[src/rtl/app_stream_pkg.sv]
// Shared types for the application word stream decoder:
// field kinds, parser states and the task tag constant.
package app_stream_pkg;

   localparam int unsigned TAG_TASK = 1;

   typedef enum logic [3:0] {
      K_DSIZE, K_TCNT, K_MAP, K_TAG, K_GRAPH,
      K_TEXT, K_DATA, K_BSS, K_ENTRY, K_BIN
   } kind_t;

   typedef enum logic [3:0] {
      S_DSIZE, S_TCNT, S_MAP, S_TAG, S_GRAPH,
      S_TEXT, S_DATA, S_BSS, S_ENTRY, S_BIN
   } state_t;

   function automatic kind_t state_kind(state_t s);
      kind_t k;
      unique case (s)
         S_DSIZE: k = K_DSIZE;
         S_TCNT:  k = K_TCNT;
         S_MAP:   k = K_MAP;
         S_TAG:   k = K_TAG;
         S_GRAPH: k = K_GRAPH;
         S_TEXT:  k = K_TEXT;
         S_DATA:  k = K_DATA;
         S_BSS:   k = K_BSS;
         S_ENTRY: k = K_ENTRY;
         S_BIN:   k = K_BIN;
         default: k = K_DSIZE;
      endcase
      return k;
   endfunction

endpackage

[src/rtl/stream_out_reg.sv]
// One-entry valid/ready output register; the producer only loads
// it when it is empty or being drained in the same cycle.
module stream_out_reg #(
   parameter int W = 8
) (
   input  logic         clk_i,
   input  logic         rst_ni,
   input  logic         load_i,
   input  logic [W-1:0] data_i,
   input  logic         ready_i,
   output logic         valid_o,
   output logic [W-1:0] data_o
);

   logic         valid_q;
   logic [W-1:0] data_q;

   always_ff @(posedge clk_i or negedge rst_ni) begin
      if (!rst_ni) begin
         valid_q <= 1'b0;
         data_q  <= '0;
      end else if (load_i) begin
         valid_q <= 1'b1;
         data_q  <= data_i;
      end else if (ready_i) begin
         valid_q <= 1'b0;
      end
   end

   assign valid_o = valid_q;
   assign data_o  = data_q;

endmodule

[src/rtl/app_stream_decoder.sv]
// Application word stream parser: tags each word with its field
// kind and task index and forwards it through a one-entry register.
module app_stream_decoder
   import app_stream_pkg::*;
#(
   parameter int FLIT_SIZE = 32,
   parameter int MAX_TASKS = 32,
   parameter int TASK_W    = $clog2(MAX_TASKS)
) (
   input  logic                 clk_i,
   input  logic                 rst_ni,
   input  logic                 rx_i,
   output logic                 credit_o,
   input  logic [FLIT_SIZE-1:0] data_i,
   input  logic                 eoa_i,
   output logic                 out_valid_o,
   input  logic                 out_ready_i,
   output logic [FLIT_SIZE-1:0] out_data_o,
   output logic [3:0]           out_kind_o,
   output logic [TASK_W-1:0]    out_task_o,
   output logic                 out_eot_o,
   output logic                 app_done_o,
   output logic                 done_o,
   output logic                 err_o
);

   localparam int PW = FLIT_SIZE + 4 + TASK_W + 2;
   localparam logic [FLIT_SIZE-1:0] ONE = FLIT_SIZE'(1);

   state_t               state_q, state_d;
   logic [FLIT_SIZE-1:0] dsize_q, dsize_d;
   logic [FLIT_SIZE-1:0] tcnt_q, tcnt_d;
   logic [FLIT_SIZE-1:0] cnt_q, cnt_d;
   logic [FLIT_SIZE-1:0] task_q, task_d;
   logic [FLIT_SIZE-1:0] sum_q, sum_d;
   logic                 err_q, err_d;

   logic                 xfer;
   logic                 end_task;
   logic                 last_task;
   logic [FLIT_SIZE-1:0] binw;
   kind_t                kind;
   logic [TASK_W-1:0]    tag_task;
   logic                 eot;
   logic                 appd;
   logic                 app_q;
   logic [PW-1:0]        pay_d, pay_q;

   assign credit_o = rst_ni
                   && !(eoa_i && state_q == S_DSIZE)
                   && (!out_valid_o || out_ready_i);
   assign xfer      = rx_i && credit_o;
   assign last_task = (task_q + ONE) >= tcnt_q;
   assign binw      = sum_q >> 2;

   always_comb begin
      state_d  = state_q;
      dsize_d  = dsize_q;
      tcnt_d   = tcnt_q;
      cnt_d    = cnt_q;
      task_d   = task_q;
      sum_d    = sum_q;
      err_d    = err_q;
      end_task = 1'b0;
      eot      = 1'b0;
      appd     = 1'b0;
      kind     = state_kind(state_q);
      tag_task = task_q[TASK_W-1:0];

      // Stream ended before the application was complete.
      if (eoa_i && state_q != S_DSIZE)
         err_d = 1'b1;

      if (xfer) begin
         unique case (state_q)
            S_DSIZE: begin
               tag_task = '0;
               dsize_d  = data_i;
               state_d  = S_TCNT;
            end
            S_TCNT: begin
               tag_task = '0;
               tcnt_d   = data_i;
               task_d   = '0;
               cnt_d    = '0;
               if (data_i > FLIT_SIZE'(MAX_TASKS))
                  err_d = 1'b1;
               if (data_i != '0) begin
                  state_d = S_MAP;
               end else if (dsize_q != '0) begin
                  state_d = S_GRAPH;
               end else begin
                  appd    = 1'b1;
                  state_d = S_DSIZE;
               end
            end
            S_MAP: state_d = S_TAG;
            S_TAG: begin
               if (data_i != FLIT_SIZE'(TAG_TASK))
                  err_d = 1'b1;
               if (!last_task) begin
                  task_d  = task_q + ONE;
                  state_d = S_MAP;
               end else begin
                  task_d  = '0;
                  state_d = (dsize_q != '0) ? S_GRAPH : S_TEXT;
               end
            end
            S_GRAPH: begin
               tag_task = '0;
               if (cnt_q == dsize_q - ONE) begin
                  cnt_d = '0;
                  if (tcnt_q == '0) begin
                     appd    = 1'b1;
                     state_d = S_DSIZE;
                  end else begin
                     state_d = S_TEXT;
                  end
               end else begin
                  cnt_d = cnt_q + ONE;
               end
            end
            S_TEXT: begin
               sum_d   = data_i;
               state_d = S_DATA;
            end
            S_DATA: begin
               sum_d   = sum_q + data_i;
               state_d = S_BSS;
            end
            S_BSS: state_d = S_ENTRY;
            S_ENTRY: begin
               if (binw != '0) begin
                  cnt_d   = '0;
                  state_d = S_BIN;
               end else begin
                  end_task = 1'b1;
               end
            end
            S_BIN: begin
               if (cnt_q == binw - ONE) begin
                  cnt_d    = '0;
                  end_task = 1'b1;
               end else begin
                  cnt_d = cnt_q + ONE;
               end
            end
            default: state_d = S_DSIZE;
         endcase

         if (end_task) begin
            eot = 1'b1;
            if (last_task) begin
               appd    = 1'b1;
               task_d  = '0;
               state_d = S_DSIZE;
            end else begin
               task_d  = task_q + ONE;
               state_d = S_TEXT;
            end
         end
      end
   end

   always_ff @(posedge clk_i or negedge rst_ni) begin
      if (!rst_ni) begin
         state_q <= S_DSIZE;
         dsize_q <= '0;
         tcnt_q  <= '0;
         cnt_q   <= '0;
         task_q  <= '0;
         sum_q   <= '0;
         err_q   <= 1'b0;
      end else begin
         state_q <= state_d;
         dsize_q <= dsize_d;
         tcnt_q  <= tcnt_d;
         cnt_q   <= cnt_d;
         task_q  <= task_d;
         sum_q   <= sum_d;
         err_q   <= err_d;
      end
   end

   assign pay_d = {data_i, kind, tag_task, eot, appd};

   stream_out_reg #(
      .W(PW)
   ) u_out (
      .clk_i   (clk_i),
      .rst_ni  (rst_ni),
      .load_i  (xfer),
      .data_i  (pay_d),
      .ready_i (out_ready_i),
      .valid_o (out_valid_o),
      .data_o  (pay_q)
   );

   assign {out_data_o, out_kind_o, out_task_o, out_eot_o, app_q} = pay_q;

   assign app_done_o = out_valid_o && out_ready_i && app_q;
   assign done_o     = rst_ni && eoa_i && state_q == S_DSIZE
                     && !out_valid_o;
   assign err_o      = err_q;

endmodule

[config.mk]
export PLATFORM = sky130hd
export DESIGN_NAME = app_stream_decoder
export DESIGN_NICKNAME = d
export VERILOG_FILES = /design/src/rtl/app_stream_pkg.sv /design/src/rtl/stream_out_reg.sv /design/src/rtl/app_stream_decoder.sv
export SDC_FILE = /design/constraint.sdc
export NUM_CORES = 1
export LEC_CHECK = 0
export CAP_MARGIN = 20
export CORE_AREA = 2 2 130 227
export CTS_CLUSTER_SIZE = 20
export DETAILED_ROUTE_END_ITERATION = 7
export DIE_AREA = 0 0 132 229
export HOLD_SLACK_MARGIN = 0.05
export PLACE_DENSITY = 0.73
export SYNTH_ARGS = -nofsm -noshare
export SYNTH_HDL_FRONTEND = slang
export SYNTH_HIERARCHICAL = 1
export SYNTH_SLANG_ARGS = --single-unit
[constraint.sdc]
create_clock -name clk_i -period 14.3 [get_ports clk_i]
set_input_delay 3.575 -clock clk_i [delete_from_list [all_inputs] [get_ports clk_i]]
set_output_delay 3.575 -clock clk_i [all_outputs]
set_load 0.02 [all_outputs]
==> results.sh <==
export IMPL_wl_per_cell_um=22.91
export IMPL_firstDrtPassIters=6
export IMPL_synth_seq_area_share=0.3393
export IMPL_ys_types=85
export IMPL_n_antenna_cell=0
export IMPL_seqCellArea_sq_um=5230
export IMPL_crit_type="in -> out"
export IMPL_status="completed"
export IMPL_antenna_found_initial=0
export IMPL_io_pins=84
export IMPL_setup_slack_ns=5.445
export IMPL_cts_resized=0
export IMPL_ant_nets=0
export IMPL_syn2layout_area_growth_pct=11.54
export IMPL_rows=82
export IMPL_chipWidth_um=132
export IMPL_synth_edf_count=0
export IMPL_cap_violations=0
export IMPL_start_util=0.5424
export IMPL_die_area_sq_um=30230
export IMPL_utilization=0.6050
export IMPL_remaining_drc_errors=0
export IMPL_met2_usage=0.5911
export IMPL_slew_headroom=0.2983
export IMPL_fin_skew_ns=0.03123
export IMPL_ctsHoldBuffers=0
export IMPL_grt_pass1_vias=14080
export IMPL_yosys_top_cells_area="dfrtp_1 34%, xnor2_1 5.9%, ha_1 5.4%, mux2_2 4.8%, mux2_4 3.8%"
export IMPL_path_clk_slew_ns=0.06
export IMPL_drt_iter0_markers=730
export IMPL_ys_warn_count=6
export IMPL_p_leak_nw=7.190
export IMPL_busiest_layer="met2"
export IMPL_cp_arrival_ns=5.28
export IMPL_layout_commonest_cell="dfrtp_1"
export IMPL_final_max_slew_violation_count=0
export IMPL_grt_pass1_wl_mm=76.96
export IMPL_multiInputGateArea_sq_um=9415
export IMPL_max_freq_mhz=112.9
export IMPL_core_area_sq_um=28420
export IMPL_synth_area_leader_cell="dfrtp_1"
export IMPL_whs_ns=0.4958
export IMPL_powerDensity_nw_per_um2=199.1
export IMPL_globalplace_congestion=0.9715
export IMPL_setup_viol=0
export IMPL_layout_common_cells="209 x dfrtp_1, 132 x nand2_1, 110 x nor2_1"
export IMPL_pre_cts_ws_ns=5.423
export IMPL_rsz0062_at_grt="false"
export IMPL_cts_setup_buffers=0
export IMPL_min_period_over_period=0.6192
export IMPL_ir_worst_vdd_uv=125.1
export IMPL_cp_end_kind="primary output"
export IMPL_syn_area_per_cell_sq_um=8.921
export IMPL_synth_seq_cells=209
export IMPL_placed_cells=2109
export IMPL_cts_max_path_buffers=3
export IMPL_synth_area_sq_um=15410
export IMPL_path_max_fanout=113
export IMPL_clockRootBuffer="clkbuf_16"
export IMPL_finalCriticalPeriod_ns=8.855
export IMPL_synthArstFlopShare=1.000
export IMPL_grt_use_met3=0.03232
export IMPL_cp_start_kind="input pin"
export IMPL_clk_latency_ns=0.55
export IMPL_via_per_inst=6.387
export IMPL_hpwl_mm=36.43
export IMPL_grt_overflow_total=0
export IMPL_fin_nets=1860
export IMPL_grt_max_degree=114
export IMPL_gr_usage_all_layers=0.3258
export IMPL_drt_wl_total_mm=49.20
export IMPL_layoutNonFillerInstCount=2148
export IMPL_vias=13720
export IMPL_setup_tns_ns=0
export IMPL_crit_required_ns=10.72
export IMPL_synthesis_nets=1833
export IMPL_cts_made_buffers=22
export IMPL_syn_inst=1728
export IMPL_cts_tree="yes"
export IMPL_yosys_most_used_dff="dfrtp_1"
export IMPL_final_hold_viol_count=0
export IMPL_cts_sink_count=209
export IMPL_htreeDepth=1
export IMPL_hold_class="reg -> reg"
export IMPL_io_buffer_count=83
export IMPL_yosys_area_top_type_share=0.3393
export IMPL_tightest_slew_ns=1.050
export IMPL_dieHeight_um=229
export IMPL_met1_usage=0.3363
export IMPL_n_fill_cell=2520
export IMPL_layout_drive_gt1_share=0.1068
-- layout make-up --
type | instances | area share
clock buffer | 29 | 0.03588
clock inverter | 10 | 0.009751
inverter | 87 | 0.01907
multi-input combinational | 1335 | 0.5476
sequential | 209 | 0.3042
tap | 378 | 0.02751
timing repair buffer | 100 | 0.05603
-- where the power goes --
group / internal [mW] / switching [mW] / leakage, nW / total (mW)
sequential: 0.801 / 0.325 / 2.65 / 1.13
clock: 0.378 / 0.260 / 0.389 / 0.638
combinational: 0.736 / 0.923 / 4.16 / 1.66
-- cells in the mapped netlist, types with 22 or more instances --
cell type and number:
o21ai_0 81, nand4_1 35, xor2_1 44, nor2_1 112
ha_1 67, inv_1 87, mux2_2 66, o221ai_1 23
nand2_1 132, nor4_1 43, a21oi_1 86, xnor2_1 104
dfrtp_1 209, mux2_4 39, a21o_1 22, and3_1 50
clkbuf_1 73, nor3_1 71, nand3_1 57
-- path summary, 6_finish.rpt --
check | startpoint | endpoint | slack, ns | cells after the start
setup / recovery | rst_ni | done_o | 5.45 | 3
hold / removal | err_o | err_o | 0.50 | 2
setup reg to reg | task_q[0] | task_q[1] | 8.28 | 18
hold reg to reg | err_o | err_o | 0.50 | 2
max in group asynchronous | rst_ni | tcnt_q[25] | 9.18 | 3
min in group asynchronous | rst_ni | u_out/data_o[30] | 3.05 | 1
-- metal layers --
| layer | vias to the layer above | wire, um |
|---|---|---|
| met5 | - | 0 |
| met4 | 0 | 4572 |
| met3 | 210 | 2222 |
| met2 | 477 | 25100 |
| met1 | 6676 | 17310 |
| li1 | 6356 | - |
-- flip-flops by register name, indices dropped and copies added, names as in the netlist --
name           flops
state_q            4
cnt_q             32
err_o              1
u_out/valid_o      1
tcnt_q            32
task_q            32
u_out/data_o      43
sum_q             32
dsize_q           32
-- metrics by stage --
stage | power [mW] | area (sq um)
6_report | 3.423 | 17190
5_1_grt | 3.657 | 17190
4_1_cts | 3.416 | 17190
3_5_place_dp | 2.762 | 16410
3_3_place_gp | 2.718 | 16410
2_1_floorplan | 2.268 | 15410
-- worst max-delay path: stages --
cell and delay [ns]:
buf_8 0.56, nor3b_1 0.33, clkdlybuf4s50_1 0.66
-- kinds of logic (layout without fill, tap and decap cells) --
group	after synthesis	count (layout)	synth area share
AND/OR/NAND/NOR	636	636	0.2184
AO/OA/AOI/OAI	365	365	0.1552
flip-flops	209	209	0.3393
buffers and inverters	184	226	0.05187
XOR/XNOR	148	148	0.08409
multiplexers	117	117	0.09481
adder cells (fa/ha/maj)	69	69	0.05633
No activity file was read; power rests on OpenSTA's default activity.
